## src/rtl/core_pkg.sv

```systemverilog
// Shared types and constants for the core's memory-side blocks.
// The read arbiter uses the state encoding and requester port indices below.
package core_pkg;

  typedef enum logic [1:0] {
    IDLE   = 2'd0,
    GNT_IF = 2'd1,
    GNT_LS = 2'd2
  } arb_state_e;

  localparam logic ARB_PORT_IF = 1'b0;
  localparam logic ARB_PORT_LS = 1'b1;

endpackage

```

## src/rtl/read_arb_pick.sv

```systemverilog
// Combinational winner select between the fetch and load/store requesters.
// Define READ_ARB_RR_EN for round-robin on ties; otherwise LS has fixed priority.
module read_arb_pick
  import core_pkg::*;
(
  input  logic req_ls,
  input  logic req_if,
  input  logic last_grant,
  output logic gnt_valid,
  output logic gnt_port
);

  assign gnt_valid = req_ls | req_if;

`ifdef READ_ARB_RR_EN
  // On a tie the port that was not granted last time goes first.
  always_comb begin
    gnt_port = ARB_PORT_LS;
    if (req_ls && req_if) begin
      gnt_port = ~last_grant;
    end else if (req_if) begin
      gnt_port = ARB_PORT_IF;
    end
  end
`else
  logic unused_last_grant;
  assign unused_last_grant = last_grant;

  always_comb begin
    gnt_port = req_ls ? ARB_PORT_LS : ARB_PORT_IF;
  end
`endif

endmodule

```

## src/rtl/read_arbiter.sv

```systemverilog
// Two-port read arbiter: fetch and load/store share one RAM read port, one read in flight.
// Define READ_ARB_RR_EN to build the round-robin variant with a last-grant register.
module read_arbiter
  import core_pkg::*;
#(
  parameter int ADDR_WIDTH = 31,
  parameter int DATA_WIDTH = 31
) (
  input  logic                  clk,
  input  logic                  rst,
  input  logic                  clk_en,
  input  logic                  i_if_req,
  input  logic [ADDR_WIDTH:0]   i_if_addr,
  output logic                  o_if_rvalid,
  output logic [DATA_WIDTH:0]   o_if_rdata,
  input  logic                  i_ls_req,
  input  logic [ADDR_WIDTH:0]   i_ls_addr,
  output logic                  o_ls_rvalid,
  output logic [DATA_WIDTH:0]   o_ls_rdata,
  output logic                  o_read_req,
  output logic [ADDR_WIDTH:0]   o_read_addr,
  input  logic [DATA_WIDTH:0]   i_read_data,
  input  logic                  i_read_ready
);

  arb_state_e          state_q, state_d;
  logic                read_req_q, read_req_d;
  logic [ADDR_WIDTH:0] read_addr_q, read_addr_d;
  logic                last_grant;
  logic                gnt_valid;
  logic                gnt_port;
  logic                complete;

`ifdef READ_ARB_RR_EN
  logic last_grant_q, last_grant_d;
  assign last_grant = last_grant_q;
`else
  assign last_grant = ARB_PORT_IF;
`endif

  read_arb_pick u_pick (
    .req_ls     (i_ls_req),
    .req_if     (i_if_req),
    .last_grant (last_grant),
    .gnt_valid  (gnt_valid),
    .gnt_port   (gnt_port)
  );

  always_comb begin
    // NOTE: every signal gets a default first so no path through the case leaves a latch.
    state_d     = state_q;
    read_req_d  = read_req_q;
    read_addr_d = read_addr_q;
`ifdef READ_ARB_RR_EN
    last_grant_d = last_grant_q;
`endif
    case (state_q)
      IDLE: begin
        if (gnt_valid) begin
          state_d     = (gnt_port == ARB_PORT_LS) ? GNT_LS : GNT_IF;
          read_req_d  = 1'b1;
          read_addr_d = (gnt_port == ARB_PORT_LS) ? i_ls_addr : i_if_addr;
`ifdef READ_ARB_RR_EN
          last_grant_d = gnt_port;
`endif
        end
      end
      GNT_IF, GNT_LS: begin
        if (i_read_ready) begin
          state_d    = IDLE;
          read_req_d = 1'b0;
        end
      end
      default: begin
        state_d    = IDLE;
        read_req_d = 1'b0;
      end
    endcase
  end

  always_ff @(posedge clk) begin
    // NOTE: state updates use non-blocking assignments; reset wins over clk_en so a stalled core can still be cleared.
    if (rst) begin
      state_q     <= IDLE;
      read_req_q  <= 1'b0;
      read_addr_q <= '0;
`ifdef READ_ARB_RR_EN
      last_grant_q <= ARB_PORT_IF;
`endif
    end else if (clk_en) begin
      state_q     <= state_d;
      read_req_q  <= read_req_d;
      read_addr_q <= read_addr_d;
`ifdef READ_ARB_RR_EN
      last_grant_q <= last_grant_d;
`endif
    end
  end

  // Zero-cycle response: completion is visible in the same cycle as i_read_ready.
  assign complete    = (state_q != IDLE) & i_read_ready & clk_en & ~rst;
  assign o_if_rvalid = complete & (state_q == GNT_IF);
  assign o_ls_rvalid = complete & (state_q == GNT_LS);
  assign o_if_rdata  = i_read_data;
  assign o_ls_rdata  = i_read_data;
  assign o_read_req  = read_req_q;
  assign o_read_addr = read_addr_q;

endmodule

```

## config.mk

```make
export PLATFORM = sky130hd
export DESIGN_NAME = read_arbiter
export DESIGN_NICKNAME = d
export VERILOG_FILES = /design/src/rtl/core_pkg.sv /design/src/rtl/read_arb_pick.sv /design/src/rtl/read_arbiter.sv
export SDC_FILE = /design/constraint.sdc
export NUM_CORES = 1
export LEC_CHECK = 0
export ABC_AREA = 0
export CAP_MARGIN = 20
export CORE_MARGIN = 1
export CORE_UTILIZATION = 34
export DETAILED_ROUTE_END_ITERATION = 12
export PLACE_DENSITY = 0.92
export SYNTH_ARGS = -nofsm -noshare
export SYNTH_HDL_FRONTEND = slang
export SYNTH_SLANG_ARGS = --single-unit
```

## constraint.sdc

```tcl
create_clock -name clk -period 2.55 [get_ports clk]
set_clock_uncertainty 0.05 [all_clocks]
set_input_delay 0.51 -clock clk [delete_from_list [all_inputs] [get_ports clk]]
set_output_delay 0.51 -clock clk [all_outputs]
set_load 0.05 [all_outputs]
```

# After elaboration in Yosys (flattened, before gate mapping)

Cells that the tools add are included.

Equal/unequal tests: 4
Muxes and demuxes: 9
Bitwise gates (word level): 7
Reductions and logical operators: 5

Operators with widths:

| kind                                                             | count |
|---|---|
| 32-bit 2-to-1 mux                                                | 1 |
| 2-bit 2-to-1 mux                                                 | 3 |
| 3-bit AND reduction                                              | 2 |
| 1-bit bitwise AND                                                | 5 |
| 2-bit inequality test (second input constant)                    | 2 |
| 2-bit case mux with 2 select lines                               | 1 |
| 1-bit 2-to-1 mux                                                 | 3 |
| 2-bit by 1-bit == test with 1-bit output (second input constant) | 1 |
| 2-bit == test (second input constant)                            | 1 |
| 2-bit logical NOT                                                | 1 |
| 1-bit case mux with 2 select lines                               | 1 |
| 2-bit nonzero test                                               | 1 |
| 2-bit OR reduction                                               | 1 |
| 1-bit NOT                                                        | 1 |
| 1-bit OR                                                         | 1 |

Bits in registers: 35
Bits of input ports: 102
Output and inout bits: 99
Word-level logic and storage cells: 28

# Longest topological paths before layout

Word-level depth: 5
Depth in mapped cells: 7
Depth with buffers taken out: 5

# Modules after synthesis

A second synthesis with hierarchy kept.

Cells, all modules: 234
Area total of the unflattened synthesis: 2,268.4 um2

Modules (own cells, without submodules):

| module        | instances | cells an instance | area an instance (um2) | sequential area each (um2) |
|---|---|---|---|---|
| read_arbiter  | 1         | 232               | 2,254.7                | 700.7 |
| read_arb_pick | 1         | 2                 | 13.8                   | 0.0 |

# Worst setup path before layout

OpenSTA, ideal clock, no wires.

Kind: input to output
From: input port clk_en
To: output port o_if_rvalid
Data arrival time: 1.391 ns
Required time: 1.990 ns
Path slack: 0.599 ns
Stages: 3
Path buffers: 1
Cells stage by stage: buf_2 > nor4bb_1 > and2_1

Longest elaborated chain between the ends: 3

RTL lines:

| element                         | line                | source |
|---|---|---|
| start, declared                 | read_arbiter.sv:11  | `input logic clk_en,` |
| 1-bit bitwise AND (2 in series) | read_arbiter.sv:101 | `assign complete = (state_q != IDLE) & i_read_ready & clk_en & ~rst;` |
| 1-bit bitwise AND               | read_arbiter.sv:102 | `assign o_if_rvalid = complete & (state_q == GNT_IF);` |
| end, declared                   | read_arbiter.sv:14  | `output logic o_if_rvalid,` |

Every way passes these cells.

# Worst setup path in the final report

From: register state_q[0]
To: output port o_ls_rvalid

Longest elaborated chain between the ends: 5
Elaborated cells between the ends (all ways): 6
Classes of those cells: 1 x eq/ne; 4 x bitwise; 1 x reduce/logical

RTL lines:

| element                         | line                | source |
|---|---|---|
| start, declared                 | read_arbiter.sv:26  | `arb_state_e state_q, state_d;` |
| start signal, assigned          | read_arbiter.sv:91  | `state_q <= state_d;` |
| 2-bit nonzero test              | read_arbiter.sv:101 |  |
| 1-bit bitwise AND (3 in series) | read_arbiter.sv:101 |  |
| 1-bit bitwise AND *             | read_arbiter.sv:103 | `assign o_ls_rvalid = complete & (state_q == GNT_LS);` |
| end, declared                   | read_arbiter.sv:18  | `output logic o_ls_rvalid,` |

Every way passes the cells marked *; elsewhere a longest branch is shown, timed or not.

==> impl_results.md <==
* H-tree depth at 2
* Clock transition at path regs at roughly 0.07 ns
* P_leak at about 1.1 nW
* Clock share of power at 0.254
* Critical path type: flop to output port
* Setup violators final at 0
* Cts hold-fix bufs at 0
* Antenna Cells at 0
* Final Critical Period at 2.29 ns
* Failing checks: design-rule violations
* R2R Path End: o_read_addr[30]
* GRT Total Usage at 0.149
* Reg2reg path depth at 6
* Clk buf depth at 2
* Mean area per synthesized cell at between 9 and 10 um2
* CTS Sinks at 35
* Final wirelength at about 5.3 mm
* First drt pass iteration count at 9
* Slowest CP cell: dfxtp_1
* # DRC at 30
* Post-synth top area share at 0.306
* Startpoint types: flop
* Core region area at approximately 0.0064 mm2
* Yosys reg bits at 35
* Post-Syn Area at roughly 0.0023 mm2
* Synth cell types at 20
* Drt wl/cell at 15.3 um
* Design area at 0.00301 mm2
* WL met1 at 2.01 mm
* Worst path required time at ~2.0 ns
* YS warnings at 0
* Outcome: finished, violations left
* Vias in the first global route at 1744
* Nets at between 300 and 400
* Net switching fraction of the power at 0.345
* DP HPWL at between 4 and 5 mm
* Max Freq at roughly 440 MHz
* Rel. slew slack at 0.604
* RSZ-0062 raised after global routing: false
* Max-Cap Viols at 0
* Crit-path cells: inv_1, ha_1, nor4bb_1, and2_1, buf_12
* Vias per cell at 4.80
* Crit path max fanout at 5
* Die H at 84.1 um
* R2R Path Start: state_q[1]
* # port buffers at between 100 and 150
* Row cnt at 29
* Fraction of layout cells with a size suffix above 1 at 0.185
* Pin count of the biggest net entering global routing at 37
* Worst-margin pin slew at just under 0.6 ns
* Synth top area cells: dfxtp_1, buf_4, a211oi_2, mux2i_1, nor2_1
* Sum Neg Setup Slack at 0 ns
* Gate Count Post-Synth at roughly 230
* Worst skew pair latency at 0.28 ns
* Sequential fraction of the synthesis area at 0.306
* Element type at the critical path end: output port
* Pint at 1.13 mW
* Worst path arrival time at between 1.5 and 2 ns
* Post-CTS setup buffer count at 0
* Routability-driven placement congestion ratio at 0.710
* Met2 WL at roughly 2.7 mm
* Flop-to-flop setup slack at 0.85 ns
* Die width at approximately 84 um
* DR iter-0 viols at 84
* Synthesized Nets at about 340
* Placed Area at ~0.0029 mm2
* Initial Utilization at 0.357
* Top Layer Used: met4
* Critical path's largest stage delay at 0.37 ns
* Post-CTS sizing at 0
* CTS tree: yes
* Final Hold Viols at 0
* Met3 Routed Length at 518 um
* Grt ovf at 0
* Sw Pwr at about 0.6 mW
* Worst setup path end: o_ls_rvalid
* Synthesis-to-layout area growth at 31.5%
* Max-slew violations at 0
* First-pass GRT wire length at 8.25 mm
* Tcrit/Tclk final at 0.898
* CTS buffer count at 5
* Vias post-DR at between 1500 and 2000
* Initial antenna violation count at 0
* DRT antenna net count at 0
* Hold Path Class: flop to flop
* DIE AREA at roughly 0.0071 mm2
* Worst IR Drop VDD at 0.000276 V
* Reg power frac at 0.367
* Crit. Startpoint: state_q[0]
* Cell taking the most area after synthesis: dfxtp_1
* I/O pin count at between 200 and 250
* CTS root buf: clkbuf_8
* Pwr/cell area at 574 mW/mm2
* Comb pwr share at 0.379
## worst max-delay path, delay by kind of cell (launching register included)
| kind | cells | cell delay, ns |
|---|---|---|
| buffers and inverters | 2 | 0.22 |
| and+or+nand+nor | 2 | 0.58 |
| DFF | 1 | 0.37 |
| adders and majority gates | 1 | 0.27 |
## state kept, by name, indices dropped and copies added, names as in the netlist
register     flops
o_read_addr     32
state_q          2
o_read_req       1
## how the worst min path moves through the flow
stage | cells after the start | slack (ns) | startpoint | endpoint
2_1_floorplan | 2 | 0.48 | state_q[0] | state_q[0]
3_3_place_gp | 2 | 0.47 | o_read_addr[11] | o_read_addr[11]
3_5_place_dp | 2 | 0.47 | o_read_addr[25] | o_read_addr[25]
4_1_cts | 2 | 0.48 | o_read_addr[25] | o_read_addr[25]
5_1_grt | 2 | 0.50 | o_read_addr[25] | o_read_addr[25]
6_report | 2 | 0.48 | o_read_addr[25] | o_read_addr[25]
## power groups by stage
stage / Clock [mW] / Sequential [mW] / Combinational (mW)
2_1_floorplan: 0 / 0.833 / 0.498
3_3_place_gp: 0 / 0.645 / 0.647
3_5_place_dp: 0 / 0.647 / 0.662
4_1_cts: 0.457 / 0.635 / 0.664
5_1_grt: 0.487 / 0.643 / 0.693
6_report: 0.439 / 0.635 / 0.656
## per-layer routing
| metal | track usage | vias up |
|---|---|---|
| met5 | 0 | - |
| met4 | 0.0611 | 0 |
| met3 | 0.0554 | 12 |
| met2 | 0.267 | 85 |
| met1 | 0.158 | 759 |
| li1 | - | 808 |
## kinds of logic (layout without fill, tap and decap cells)
kind of cell    count (synthesis)  after routing  share of synthesized area
simple gates                   40             40                     0.0760
buf+inv                        83            121                      0.263
fa+ha+maj                       3              3                     0.0164
compound gates                 39             39                      0.198
flops                          35             35                      0.306
mux                            32             32                      0.140
## synthesized netlist by cell type, drive strengths merged
master  number
mux2i       32
inv          3
nor2        32
clkbuf       3
nand4        1
a21o         1
a311oi       2
ha           3
o211a        1
and2         2
a31oi        3
or2          1
nand2b       2
buf         77
a211oi      32
nor4bb       1
or3          1
dfxtp       35
## placed cells by master, fill, tap and decap left out, drive strengths merged
cell and instances:
nand2b 2, or2 1, mux2i 32, dfxtp 35, inv 3, clkbuf 8, or3 1, a211oi 32
nor4bb 1, and2 2, a311oi 2, buf 10, ha 3, o211a 1, nor2 32, nand4 1
a31oi 3, a21o 1, clkdlybuf4s50 100
## final cells by class
type / count / area, um2
clock buffer: 8 / 100
fill: 604 / 3410
inverter: 3 / 11.3
multi-input combinational: 114 / 993
sequential: 35 / 701
tap: 77 / 96.3
timing repair buffer: 110 / 1110
## metrics by stage
step | power, mW | cells | setup WS (ns) | util | hold slack [ns]
floorplan | 1.33 | 232 | 0.599 | - | 0.483
global placement | 1.29 | 339 | 0.336 | 0.453 | 0.466
detailed placement | 1.31 | 339 | 0.303 | 0.453 | 0.471
CTS | 1.76 | 347 | 0.257 | 0.469 | 0.483
global route | 1.82 | 347 | 0.129 | 0.469 | 0.498
finish | 1.73 | 347 | 0.260 | 0.469 | 0.482
Note: power is estimated with default switching activity, not from simulation.
